[config.mk]
export PLATFORM = sky130hd
export DESIGN_NAME = fb_mem_arbiter_flat
export DESIGN_NICKNAME = d
export VERILOG_FILES = /design/src/rtl/fb_arb_pkg.sv /design/src/rtl/fb_mem_arbiter_if.sv /design/src/rtl/fb_rr_picker.sv /design/src/rtl/fb_mem_arbiter.sv /design/src/flat_wrapper.sv
export SDC_FILE = /design/constraint.sdc
export NUM_CORES = 1
export LEC_CHECK = 0
export ABC_AREA = 1
export BUFFER_PORTS_ARGS = -buffer_cell sky130_fd_sc_hd__buf_2
export CAP_MARGIN = 30
export CORE_AREA = 4 4 132 134
export DETAILED_ROUTE_END_ITERATION = 7
export DIE_AREA = 0 0 136 138
export GPL_TIMING_DRIVEN = 0
export MAX_ROUTING_LAYER = met4
export PLACE_DENSITY_LB_ADDON = 0.12
export RECOVER_POWER = 100
export REMOVE_ABC_BUFFERS = 1
export SETUP_SLACK_MARGIN = 0.05
export SKIP_LAST_GASP = 1
export SLEW_MARGIN = 20
export SYNTH_ARGS = -nofsm -noshare
export SYNTH_HDL_FRONTEND = slang
export SYNTH_SLANG_ARGS = --single-unit
export TNS_END_PERCENT = 10
[constraint.sdc]
create_clock -name clk -period 2.92 [get_ports clk]
set_clock_uncertainty 0.05 [all_clocks]
set_input_delay 0.292 -clock clk [delete_from_list [all_inputs] [get_ports clk]]
set_output_delay 0.292 -clock clk [all_outputs]
set_load 0.01 [all_outputs]
[src/rtl/fb_arb_pkg.sv]
// Shared types and defaults for the frame-buffer SRAM arbiter.
package fb_arb_pkg;

  localparam logic OP_READ  = 1'b0;
  localparam logic OP_WRITE = 1'b1;

  localparam int unsigned DISPLAY_PORT = 0;

  localparam int unsigned NUM_REQ_DEF    = 4;
  localparam int unsigned ADDR_W_DEF     = 16;
  localparam int unsigned DATA_W_DEF     = 32;
  localparam int unsigned RD_LAT_DEF     = 2;
  localparam int unsigned HP_MAX_RUN_DEF = 8;

  // Wide enough for any sensible requester count.
  localparam int unsigned TAG_PORT_W = 8;

  // Tracks one outstanding read on its way back from the SRAM.
  typedef struct packed {
    logic                  valid;
    logic [TAG_PORT_W-1:0] port;
  } rd_tag_t;

endpackage

[src/rtl/fb_mem_arbiter_if.sv]
// Requester and SRAM bus of the frame-buffer arbiter.
// slave = arbiter side; master = requesters plus SRAM.
interface fb_mem_arbiter_if
  import fb_arb_pkg::*;
#(
  parameter int unsigned NUM_REQ = NUM_REQ_DEF,
  parameter int unsigned ADDR_W  = ADDR_W_DEF,
  parameter int unsigned DATA_W  = DATA_W_DEF
);
  localparam int unsigned NB = DATA_W / 8;

  logic [NUM_REQ-1:0]        req_rts;
  logic [NUM_REQ-1:0]        req_rtr;
  logic [NUM_REQ-1:0]        req_op;
  logic [NUM_REQ*NB-1:0]     req_wben;
  logic [NUM_REQ*ADDR_W-1:0] req_addr;
  logic [NUM_REQ*DATA_W-1:0] req_data;
  logic [DATA_W-1:0]         req_rdata;
  logic [NUM_REQ-1:0]        req_xfc;

  logic                      mem_en;
  logic [NB-1:0]             mem_we;
  logic [ADDR_W-1:0]         mem_addr;
  logic [DATA_W-1:0]         mem_wdata;
  logic [DATA_W-1:0]         mem_rdata;

  modport slave (
    input  req_rts, req_op, req_wben, req_addr, req_data, mem_rdata,
    output req_rtr, req_rdata, req_xfc, mem_en, mem_we, mem_addr, mem_wdata
  );

  modport master (
    output req_rts, req_op, req_wben, req_addr, req_data, mem_rdata,
    input  req_rtr, req_rdata, req_xfc, mem_en, mem_we, mem_addr, mem_wdata
  );

endinterface

[src/rtl/fb_rr_picker.sv]
// Round-robin one-hot picker over the low-priority ports 1..NUM_REQ-1.
// Search starts at ptr_i and wraps from NUM_REQ-1 back to 1.
module fb_rr_picker #(
  parameter int unsigned NUM_REQ = 4,
  parameter int unsigned PTR_W   = $clog2(NUM_REQ)
) (
  input  logic [NUM_REQ-1:1] req_i,
  input  logic [PTR_W-1:0]   ptr_i,
  output logic [NUM_REQ-1:1] gnt_o
);

  logic [PTR_W:0]   sum;
  logic [PTR_W-1:0] idx;
  logic             found;

  // Walk the ring from the pointer and take the first requester.
  always_comb begin
    gnt_o = '0;
    found = 1'b0;
    sum   = '0;
    idx   = '0;
    for (int unsigned off = 0; off < NUM_REQ - 1; off++) begin
      sum = {1'b0, ptr_i} + (PTR_W+1)'(off);
      if (sum >= (PTR_W+1)'(NUM_REQ)) sum = sum - (PTR_W+1)'(NUM_REQ - 1);
      idx = sum[PTR_W-1:0];
      if (!found && req_i[idx]) begin
        gnt_o[idx] = 1'b1;
        found      = 1'b1;
      end
    end
  end

endmodule

[src/rtl/fb_mem_arbiter.sv]
// Frame-buffer SRAM arbiter: display port 0 has priority with a bounded run,
// draw ports share the rest round-robin. One registered beat per cycle.
module fb_mem_arbiter
  import fb_arb_pkg::*;
#(
  parameter int unsigned NUM_REQ    = NUM_REQ_DEF,
  parameter int unsigned ADDR_W     = ADDR_W_DEF,
  parameter int unsigned DATA_W     = DATA_W_DEF,
  parameter int unsigned RD_LAT     = RD_LAT_DEF,
  parameter int unsigned HP_MAX_RUN = HP_MAX_RUN_DEF
) (
  input logic             clk,
  input logic             rst_,
  fb_mem_arbiter_if.slave bus
);

  localparam int unsigned NB    = DATA_W / 8;
  localparam int unsigned PTR_W = $clog2(NUM_REQ);
  localparam int unsigned RUN_W = $clog2(HP_MAX_RUN + 1);

  logic [NUM_REQ-1:1] lp_req, lp_gnt;
  logic               lp_any, hp_win;
  logic [NUM_REQ-1:0] gnt, xfc;

  logic [PTR_W-1:0]   rr_ptr_q, rr_ptr_d;
  logic [RUN_W-1:0]   hp_run_q, hp_run_d;
  logic               mem_en_q, mem_en_d;
  logic [NB-1:0]      mem_we_q, mem_we_d;
  logic [ADDR_W-1:0]  mem_addr_q, mem_addr_d;
  logic [DATA_W-1:0]  mem_wdata_q, mem_wdata_d;
  rd_tag_t            iss_tag_q, iss_tag_d;
  rd_tag_t            tag_q [RD_LAT];
  rd_tag_t            tag_d [RD_LAT];

  assign lp_req = bus.req_rts[NUM_REQ-1:1];
  assign lp_any = |lp_req;

  fb_rr_picker #(
    .NUM_REQ (NUM_REQ),
    .PTR_W   (PTR_W)
  ) u_picker (
    .req_i (lp_req),
    .ptr_i (rr_ptr_q),
    .gnt_o (lp_gnt)
  );

  // Port 0 yields only once its run is used up and a draw port is waiting.
  assign hp_win = bus.req_rts[DISPLAY_PORT] &&
                  !(hp_run_q == RUN_W'(HP_MAX_RUN) && lp_any);

  // Grant decode; held at zero while in reset.
  always_comb begin
    gnt = '0;
    if (rst_) begin
      if (hp_win) gnt[DISPLAY_PORT] = 1'b1;
      else        gnt[NUM_REQ-1:1]  = lp_gnt;
    end
  end

  assign bus.req_rtr = gnt;

  // Fairness state: display run length and round-robin pointer.
  always_comb begin
    hp_run_d = hp_run_q;
    rr_ptr_d = rr_ptr_q;
    if (!lp_any) begin
      hp_run_d = '0;
    end else if (gnt[DISPLAY_PORT]) begin
      if (hp_run_q != RUN_W'(HP_MAX_RUN)) hp_run_d = hp_run_q + 1'b1;
    end else begin
      hp_run_d = '0;
    end
    for (int unsigned k = 1; k < NUM_REQ; k++) begin
      if (gnt[k]) rr_ptr_d = (k == NUM_REQ - 1) ? PTR_W'(1) : PTR_W'(k + 1);
    end
  end

  // Issue stage: capture the granted beat; addr/wdata hold when idle.
  always_comb begin
    mem_en_d    = |gnt;
    mem_we_d    = '0;
    mem_addr_d  = mem_addr_q;
    mem_wdata_d = mem_wdata_q;
    iss_tag_d   = '0;
    for (int unsigned i = 0; i < NUM_REQ; i++) begin
      if (gnt[i]) begin
        mem_addr_d  = bus.req_addr[i*ADDR_W +: ADDR_W];
        mem_wdata_d = bus.req_data[i*DATA_W +: DATA_W];
        if (bus.req_op[i] == OP_WRITE) begin
          mem_we_d = bus.req_wben[i*NB +: NB];
        end else begin
          iss_tag_d.valid = 1'b1;
          iss_tag_d.port  = TAG_PORT_W'(i);
        end
      end
    end
  end

  // Read tags follow the SRAM latency so xfc lines up with mem_rdata.
  always_comb begin
    tag_d[0] = iss_tag_q;
    for (int unsigned i = 1; i < RD_LAT; i++) tag_d[i] = tag_q[i-1];
  end

  // Return strobe decode from the last tag stage.
  always_comb begin
    xfc = '0;
    for (int unsigned i = 0; i < NUM_REQ; i++) begin
      xfc[i] = tag_q[RD_LAT-1].valid && (tag_q[RD_LAT-1].port == TAG_PORT_W'(i));
    end
  end

  assign bus.req_xfc   = xfc;
  assign bus.req_rdata = (|xfc) ? bus.mem_rdata : '0;
  assign bus.mem_en    = mem_en_q;
  assign bus.mem_we    = mem_we_q;
  assign bus.mem_addr  = mem_addr_q;
  assign bus.mem_wdata = mem_wdata_q;

  // State registers; reset drops any reads still in flight.
  always_ff @(posedge clk or negedge rst_) begin
    if (!rst_) begin
      rr_ptr_q    <= PTR_W'(1);
      hp_run_q    <= '0;
      mem_en_q    <= 1'b0;
      mem_we_q    <= '0;
      mem_addr_q  <= '0;
      mem_wdata_q <= '0;
      iss_tag_q   <= '0;
      for (int i = 0; i < RD_LAT; i++) tag_q[i] <= '0;
    end else begin
      rr_ptr_q    <= rr_ptr_d;
      hp_run_q    <= hp_run_d;
      mem_en_q    <= mem_en_d;
      mem_we_q    <= mem_we_d;
      mem_addr_q  <= mem_addr_d;
      mem_wdata_q <= mem_wdata_d;
      iss_tag_q   <= iss_tag_d;
      for (int i = 0; i < RD_LAT; i++) tag_q[i] <= tag_d[i];
    end
  end

endmodule

[src/flat_wrapper.sv]
// flat-port wrapper written by rule: the top's interface ports become plain ports
module fb_mem_arbiter_flat import fb_arb_pkg::*;
#(
  parameter int unsigned NUM_REQ    = NUM_REQ_DEF,
  parameter int unsigned ADDR_W     = ADDR_W_DEF,
  parameter int unsigned DATA_W     = DATA_W_DEF,
  parameter int unsigned RD_LAT     = RD_LAT_DEF,
  parameter int unsigned HP_MAX_RUN = HP_MAX_RUN_DEF
)
  (clk, rst_, bus_req_rts, bus_req_op, bus_req_wben, bus_req_addr, bus_req_data, bus_mem_rdata, bus_req_rtr, bus_req_rdata, bus_req_xfc, bus_mem_en, bus_mem_we, bus_mem_addr, bus_mem_wdata);
  fb_mem_arbiter_if #(.NUM_REQ(NUM_REQ), .ADDR_W(ADDR_W), .DATA_W(DATA_W)) bus_i ();
  input logic clk;
  input logic rst_;
  input wire logic [$bits(bus_i.req_rts)-1:0] bus_req_rts;
  input wire logic [$bits(bus_i.req_op)-1:0] bus_req_op;
  input wire logic [$bits(bus_i.req_wben)-1:0] bus_req_wben;
  input wire logic [$bits(bus_i.req_addr)-1:0] bus_req_addr;
  input wire logic [$bits(bus_i.req_data)-1:0] bus_req_data;
  input wire logic [$bits(bus_i.mem_rdata)-1:0] bus_mem_rdata;
  output wire logic [$bits(bus_i.req_rtr)-1:0] bus_req_rtr;
  output wire logic [$bits(bus_i.req_rdata)-1:0] bus_req_rdata;
  output wire logic [$bits(bus_i.req_xfc)-1:0] bus_req_xfc;
  output wire logic [$bits(bus_i.mem_en)-1:0] bus_mem_en;
  output wire logic [$bits(bus_i.mem_we)-1:0] bus_mem_we;
  output wire logic [$bits(bus_i.mem_addr)-1:0] bus_mem_addr;
  output wire logic [$bits(bus_i.mem_wdata)-1:0] bus_mem_wdata;
  assign bus_i.req_rts = bus_req_rts;
  assign bus_i.req_op = bus_req_op;
  assign bus_i.req_wben = bus_req_wben;
  assign bus_i.req_addr = bus_req_addr;
  assign bus_i.req_data = bus_req_data;
  assign bus_i.mem_rdata = bus_mem_rdata;
  assign bus_req_rtr = bus_i.req_rtr;
  assign bus_req_rdata = bus_i.req_rdata;
  assign bus_req_xfc = bus_i.req_xfc;
  assign bus_mem_en = bus_i.mem_en;
  assign bus_mem_we = bus_i.mem_we;
  assign bus_mem_addr = bus_i.mem_addr;
  assign bus_mem_wdata = bus_i.mem_wdata;
  fb_mem_arbiter #(.NUM_REQ(NUM_REQ), .ADDR_W(ADDR_W), .DATA_W(DATA_W), .RD_LAT(RD_LAT), .HP_MAX_RUN(HP_MAX_RUN)) u_core (.clk(clk), .rst_(rst_), .bus(bus_i));
endmodule
Word level (Yosys, flattened, before mapping)
Cells that the tools add are included.

word-level totals
  latch bits = 0
  input bits = 250
  output and inout port bits = 93
  register bits = 86
  bits in read-only memories = 0
  memories kept = 0
  word-level logic and storage cells = 109
  memory bits (writable) = 0

cells by class
  shift operators = 0
  multiplexer cells = 54
  add/subtract/negate cells = 6
  equal/unequal tests = 6
  reductions and logical operators = 20
  magnitude comparators = 9
  divide/modulo/power cells = 0
  bitwise gates (word level) = 2
  multiply operators = 0

operators by type and width
  operator                                                    number
  2-to-1 mux 32 bit                                           5
  2-to-1 mux 9 bit                                            8
  2-to-1 mux 16 bit                                           4
  2-to-1 mux 4 bit                                            12
  == test 8 x 2 -> 1 bit, second input constant               2
  2-to-1 mux 2 bit                                            6
  2-to-1 mux 3 bit                                            4
  logical AND 1 bit                                           11
  less-than comparator 2 x 3 -> 1 bit, second input constant  3
  2-to-1 mux 1 bit                                            9
  == test 8 x 1 -> 1 bit, second input constant               1
  zero test 8 bit                                             1
  OR reduction 4 bit                                          2
  binary-select mux 1 bit (select 2 bit)                      3
  demux 1 bit (select 2 bit)                                  3
  >= comparator 2 x 1 -> 1 bit, second input constant         3
  >= comparator 3 bit, second input constant                  2
  bitwise OR 3 bit                                            2
  subtractor 2 bit, second input constant                     3
  adder 4 x 1 -> 4 bit, second input constant                 1
  == test 4 bit, second input constant                        1
  inequality test 4 bit, second input constant                1
  nonzero test 4 bit                                          1
  adder 2 x 1 -> 3 bit, second input constant                 1
  other kinds (6)                                             8

Logic depth before layout (Yosys ltp)
  depth after elaboration = 20
  mapped depth = 18
  depth with buffers taken out = 16

Modules after synthesis
Synthesis repeated with hierarchy kept, for this count alone.

second synthesis, totals
  cell total of the unflattened synthesis = 1020
  area total of the unflattened synthesis = 6077.1 µm²

modules (own cells, without submodules)
  module          times used  sequential area each (µm²)  area each (µm²)  cells each
  fb_mem_arbiter  1           1702.9                      5813.1           973
  fb_rr_picker    1           0.0                         264.0            47

Worst setup path before layout
OpenSTA, ideal clock, no wires.

  path type = register -> register
  start point = reg u_core.rr_ptr_q[0]
  end point = reg u_core.mem_addr_q[0] (netlist: u_core.bus.mem_addr[0])
  path buffers = 2
  arrival = 2176 ps
  library setup time = 113 ps
  period minus slack after synthesis = 2339 ps
  path slack = 581 ps
  required time = 2757 ps
  cell stages (with the launch flop) = 17
  path through = dfstp_2 -> inv_1 -> ha_1 -> inv_1 -> nand2_1 -> nand3b_1 -> nand2_1 -> nand4_1 -> nand3_1 -> nand2_2 -> inv_2 -> nor2_4 -> buf_4 -> buf_6 -> nand3b_1 -> nand2_1 -> inv_1

between the ends
  elaborated cells on any way between the ends = 49
  those cells by class = add/sub (5); order compare (9); mux (25); bitwise (2); reduce/logical (8)

RTL lines
  what                                                                               line                   RTL
  from (decl)                                                                        fb_mem_arbiter.sv:25   logic [PTR_W-1:0] rr_ptr_q, rr_ptr_d;
  from (signal assigned)                                                             fb_mem_arbiter.sv:132  rr_ptr_q <= rr_ptr_d;
  adder 2 x 1 -> 3 bit (tied with other cells)                                       fb_rr_picker.sv:23     sum = {1'b0, ptr_i} + (PTR_W+1)'(off);
  >= comparator 3 bit (tied with other cells)                                        fb_rr_picker.sv:24     if (sum >= (PTR_W+1)'(NUM_REQ)) sum = sum - (PTR_W+1)'(NUM_REQ - 1);
  2-to-1 mux 2 bit (tied with other cells)                                           fb_rr_picker.sv:24
  less-than comparator 2 x 3 -> 1 bit (implied by the code) (tied with other cells)  fb_rr_picker.sv:27     gnt_o[idx] = 1'b1;
  logical AND 1 bit (implied by the code) (tied with other cells)                    fb_rr_picker.sv:27
  2-to-1 mux 1 bit (implied by the code) (tied with other cells)                     fb_rr_picker.sv:27
  demux 1 bit (select 2 bit) (tied with other cells)                                 fb_rr_picker.sv:27
  bitwise OR 3 bit (no line) or 2-to-1 mux 1 bit (tied branches)                     --
  2-to-1 mux 3 bit or zero test 1 bit (tied branches)                                fb_rr_picker.sv:26     if (!found && req_i[idx]) begin
  bitwise OR 3 bit (no line) or logical AND 1 bit (tied branches)                    --
  2-to-1 mux 3 bit (*)                                                               fb_rr_picker.sv:26
  2-to-1 mux 3 bit (*)                                                               fb_mem_arbiter.sv:55   if (hp_win) gnt[DISPLAY_PORT] = 1'b1;
  2-to-1 mux 4 bit (*)                                                               fb_mem_arbiter.sv:54   if (rst_) begin
  named net bus_req_rtr[2]                                                           flat_wrapper.sv:20     output wire logic [$bits(bus_i.req_rtr)-1:0] bus_req_rtr;
  2-to-1 mux 16 bit (2 in a row)                                                     fb_mem_arbiter.sv:86   if (gnt[i]) begin
  to (signal assigned)                                                               fb_mem_arbiter.sv:136  mem_addr_q <= mem_addr_d;
  to (decl)                                                                          fb_mem_arbiter.sv:29   logic [ADDR_W-1:0] mem_addr_q, mem_addr_d;

Mark *: on every way through the listed nets, which the timed path passes. The rest lies on a longest branch. The select of a mux whose other input is x is not followed.
A chain may end at the register's enable or synchronous reset.

Worst setup path in the final report
  start point = reg u_core.rr_ptr_q[0]
  end point = out bus_req_rtr[3]

between the ends
  word-level cells in the longest chain between the ends = 13
  elaborated cells on any way between the ends = 45
  those cells by class = add/sub (5); order compare (9); mux (22); bitwise (2); reduce/logical (7)

ends and longest elaborated chain
  what                                                                               line
  adder 2 x 1 -> 3 bit (tied with other cells)                                       fb_rr_picker.sv:23
  >= comparator 3 bit (tied with other cells)                                        fb_rr_picker.sv:24
  2-to-1 mux 2 bit (tied with other cells)                                           fb_rr_picker.sv:24
  less-than comparator 2 x 3 -> 1 bit (implied by the code) (tied with other cells)  fb_rr_picker.sv:27
  logical AND 1 bit (implied by the code) (tied with other cells)                    fb_rr_picker.sv:27
  2-to-1 mux 1 bit (implied by the code) (tied with other cells)                     fb_rr_picker.sv:27
  demux 1 bit (select 2 bit) (tied with other cells)                                 fb_rr_picker.sv:27
  bitwise OR 3 bit (no line) or 2-to-1 mux 1 bit (tied branches)                     --
  2-to-1 mux 3 bit or zero test 1 bit (tied branches)                                fb_rr_picker.sv:26
  bitwise OR 3 bit (no line) or logical AND 1 bit (tied branches)                    --
  2-to-1 mux 3 bit (*)                                                               fb_rr_picker.sv:26
  2-to-1 mux 3 bit (*)                                                               fb_mem_arbiter.sv:55
  2-to-1 mux 4 bit (*)                                                               fb_mem_arbiter.sv:54
  to (decl)                                                                          flat_wrapper.sv:20

Every way passes the cells marked *; elsewhere a longest branch is shown, timed or not. The select of a mux whose other input is x is not followed.

==> run_results.csv <==
group,metric,value,unit
sta,layout_setup_ws,0.174,ns
critical_path,endpoint_kind,"output port",
floorplanning,start_util,0.348,
global_route,grt_pass1_wl,37100,um
critical_path,timing.rr.end,"u_core.bus.mem_addr[12]",
critical_path,r2r_start,"u_core.rr_ptr_q[0]",
floorplanning,dieWidth,136,um
route,wl_per_cell,17.3,um
critical_path,crit_path_max_fanout,25,
critical_path,start_kind,"flop",
clock_tree,cts_tree,"built",
clock_tree,cts.clk_slew.worst_paths,0.06,ns
yosys,synth_seq_cells,68,
placed_design,placed_area,7640,um^2
yosys,ys.flop_type,"dfrtp_1",
floorplanning,core-area,16300,um^2
clock_tree,cts_buffers,9,
sta,fin_crit_sh,0.940,
critical_path,worstPathCellList,"inv_1 > ha_4 > inv_2 > nand3_1 > nand2_1 > nand3_1 > nand2_4 > bufinv_16 > nand2_8 > nand2_8 > inv_8 > buf_2",
yosys,async_reset_ff_frac,1.00,
critical_path,crit_start,"u_core.rr_ptr_q[0]",
route,drt_iter0_markers,370,
clock_tree,cts.path.max_buffers,2,
sta,drv_slew,0,
critical_path,path_delay_family,"buffers and inverters",
route,first_pass_iters,5,
critical_path,max_stage_delay,0.53,ns
global_route,grt.overflow.total,0,
placed_design,pre_cts_slack,-1.75,ns
critical_path,r2r_cells,15,
global_route,grt_usage,0.263,
run,cap_violations,0,
yosys,yosysSeqAreaShare,0.300,
layout,syn_to_final_growth,49.9,%
critical_path,worstPathArrival,2.40,ns
clock_tree,clock_latency,0.34,ns
route,vias,7244,
route,drc_errors,0,
layout,antenna-diode-count,0,
critical_path,crit_end,"bus_req_rtr[3]",
power_and_ir_drop,power_density,918,nW/um^2
route,ant_nets,0,
global_route,grt_pass1_vias,6468,
placed_design,gp_congestion,0.808,
clock_tree,htree_levels,3,
power_and_ir_drop,p_leak,5.02,nW
run_status,status,"complete, no violations",
floorplanning,die_h,138,um
clock_tree,cts_sinks,68,
sta,worstMarginPinSlew,1.05,ns
yosys,synth-edff-count,0,
layout,nFillCells,1738,
sta,fmax,364,MHz
critical_path,crit_type,"reg2out",
clock_tree,cts_root_buf,"clkbuf_16",
layout,drive_gt1_frac,0.270,
global_route,grt_max_degree,67,
sta,rsz0062_at_grt,"no",
sta,period_minus_slack,2.75,ns
sta,hold_ws,0.106,ns
yosys,ys_warn_count,0,
sta,maxSlewHeadroom,0.299,
floorplanning,num_rows,47,
sta,setup_viol,0,
floorplanning,io_pins,343,
critical_path,cp.depth,12,
route,viasPerCell,4.77,
sta,hold_viol,0,
global_route,antenna_found_initial,0,
power_and_ir_drop,vdd_drop_max,0.546,mV
layout,nets,1548,
route,drt-total-wl,26200,um
layout,finalInstanceArea,8500,um^2
critical_path,required,2.58,ns
critical_path,cp_num_buf_inv,5,
power_and_ir_drop,p_total,7.81,mW
yosys,netlist_instances,947,
floorplanning,die-area,18800,um^2
yosys,synth_area_per_cell,5.99,um^2
placed_design,io_buffer_count,342,
layout,final_util,0.522,
critical_path,crit_slowest_cell,"dfstp_2",
yosys,synth_area,5670,um^2
yosys,ys_types,28,
critical_path,reg2reg_setup_slack,0.22,ns
hold_path,min_path_type,"in2reg",
placed_design,dp_hpwl,15500,um
-- tightest hold or removal path: cells and delay by family --
kind,cells,cell delay (ns)
buffers and inverters,1,0.08
AND/OR/NAND/NOR,2,0.09
-- logic make-up (layout without fill, tap and decap cells) --
logic type                 Yosys count  in the layout  synth area share
buffers and inverters              216            554             0.154
and+or+nand+nor                    650            663             0.526
AOI/OAI and AO/OA                    6              6           0.00617
DFF                                 68             68             0.300
xor gates and xnor gates             2              2           0.00309
adders and majority gates            5              5            0.0110
-- metal layers --
layer / global-route usage / vias to the layer above / routed length [um]
met2: 0.443 / 284 / 12800
li1: - / 3665 / -
met5: - / - / 0
met4: 0.0631 / 0 / 496
met1: 0.324 / 3264 / 11000
met3: 0.0516 / 31 / 1970
-- flip-flops by register name, summed over array words and instances (netlist names) --
register	count
u_core.bus.mem_en	1
u_core.rr_ptr_q	2
u_core.iss_tag_q	3
u_core.bus.mem_we	4
u_core.tag_q	3
u_core.tag_d	3
u_core.bus.mem_wdata	32
u_core.bus.mem_addr	16
u_core.hp_run_q	4
-- placed cells by master, fill, tap and decap left out, types with 2 or more instances in the layout --
cell type      count
buf_12             6
buf_16             5
buf_2            252
buf_4             19
buf_6              2
bufbuf_16          2
bufinv_16          2
clkbuf_1          96
clkbuf_16         11
clkbuf_2           2
clkbuf_8           2
dfrtp_1           67
dlygate4sd3_1      2
ha_1               3
ha_4               2
inv_1            144
inv_2              5
inv_6              2
nand2_1          204
nand2_2            3
nand2_4            5
nand2_8            4
nand3_1          214
nand3_2            5
nand3_4            9
nand3b_1          49
nand4_1            4
nor2_1           153
nor2_4             4
nor3_1             4
o21ai_0            3
or2_2              4
-- power breakdown --
group	switching (mW)	internal [mW]	total [mW]
logic	3.28	1.85	5.13
clock network	0.403	0.710	1.11
registers	0.201	1.37	1.57
-- repair_timing --
item / in CTS / in global routing
buffers inserted: 11 / 13
hold buffers: 5 / 0
cloned: 15 / 2
hold endpoints to repair: 30 / 0
endpoints found under the setup margin: 61 / 51
resized for setup: 26 / 15
pin swaps: 8 / 5
-- stage by stage --
step / cells / TNS (ns)
floorplan: 883 / -86.64
global placement: 1445 / -274.58
detailed placement: 1455 / -88.28
CTS: 1502 / 0
global route: 1518 / 0
finish: 1518 / 0
-- worst min-delay path by stage --
| stage | start | end | cells after the start |
|---|---|---|---|
| after CTS | bus_req_wben[13] | u_core.bus.mem_we[1] | 3 |
| final | bus_req_wben[13] | u_core.bus.mem_we[1] | 3 |
| after global placement | u_core.tag_d[1] | u_core.tag_q[1] | 0 |
| after detailed placement | rst_ | u_core.bus.mem_wdata[2] | 1 |
| after global routing | bus_req_wben[13] | u_core.bus.mem_we[1] | 3 |
| after floorplan | rst_ | u_core.bus.mem_addr[0] | 0 |
-- area by class of cell --
type | count | area, um^2 | share of cell area
Inverter | 152 | 609 | 0.0716
Clock buffer | 15 | 268 | 0.0315
Clock inverter | 1 | 30.0 | 0.00353
Timing Repair inverter | 1 | 8.76 | 0.00103
Sequential cell | 68 | 1700 | 0.200
Multi-Input combinational cell | 676 | 3430 | 0.403
Timing Repair Buffer | 385 | 2180 | 0.257
Tap cell | 220 | 275 | 0.0324
-- synthesized netlist by cell type, types with 4 or more instances --
library cell | count | share of area
nor3_1 | 4 | 0.0035
buf_2 | 24 | 0.021
nor2_1 | 152 | 0.10
buf_4 | 4 | 0.0053
ha_1 | 5 | 0.011
nand3_2 | 4 | 0.0071
nand4_1 | 4 | 0.0044
or2_2 | 4 | 0.0044
nand2_1 | 207 | 0.14
dfrtp_1 | 67 | 0.30
clkbuf_1 | 26 | 0.017
nand3_1 | 217 | 0.19
buf_1 | 8 | 0.0053
inv_2 | 7 | 0.0046
nand2_2 | 5 | 0.0055
nand3b_1 | 49 | 0.065
inv_1 | 145 | 0.096
(Power assumes the default switching activity.)
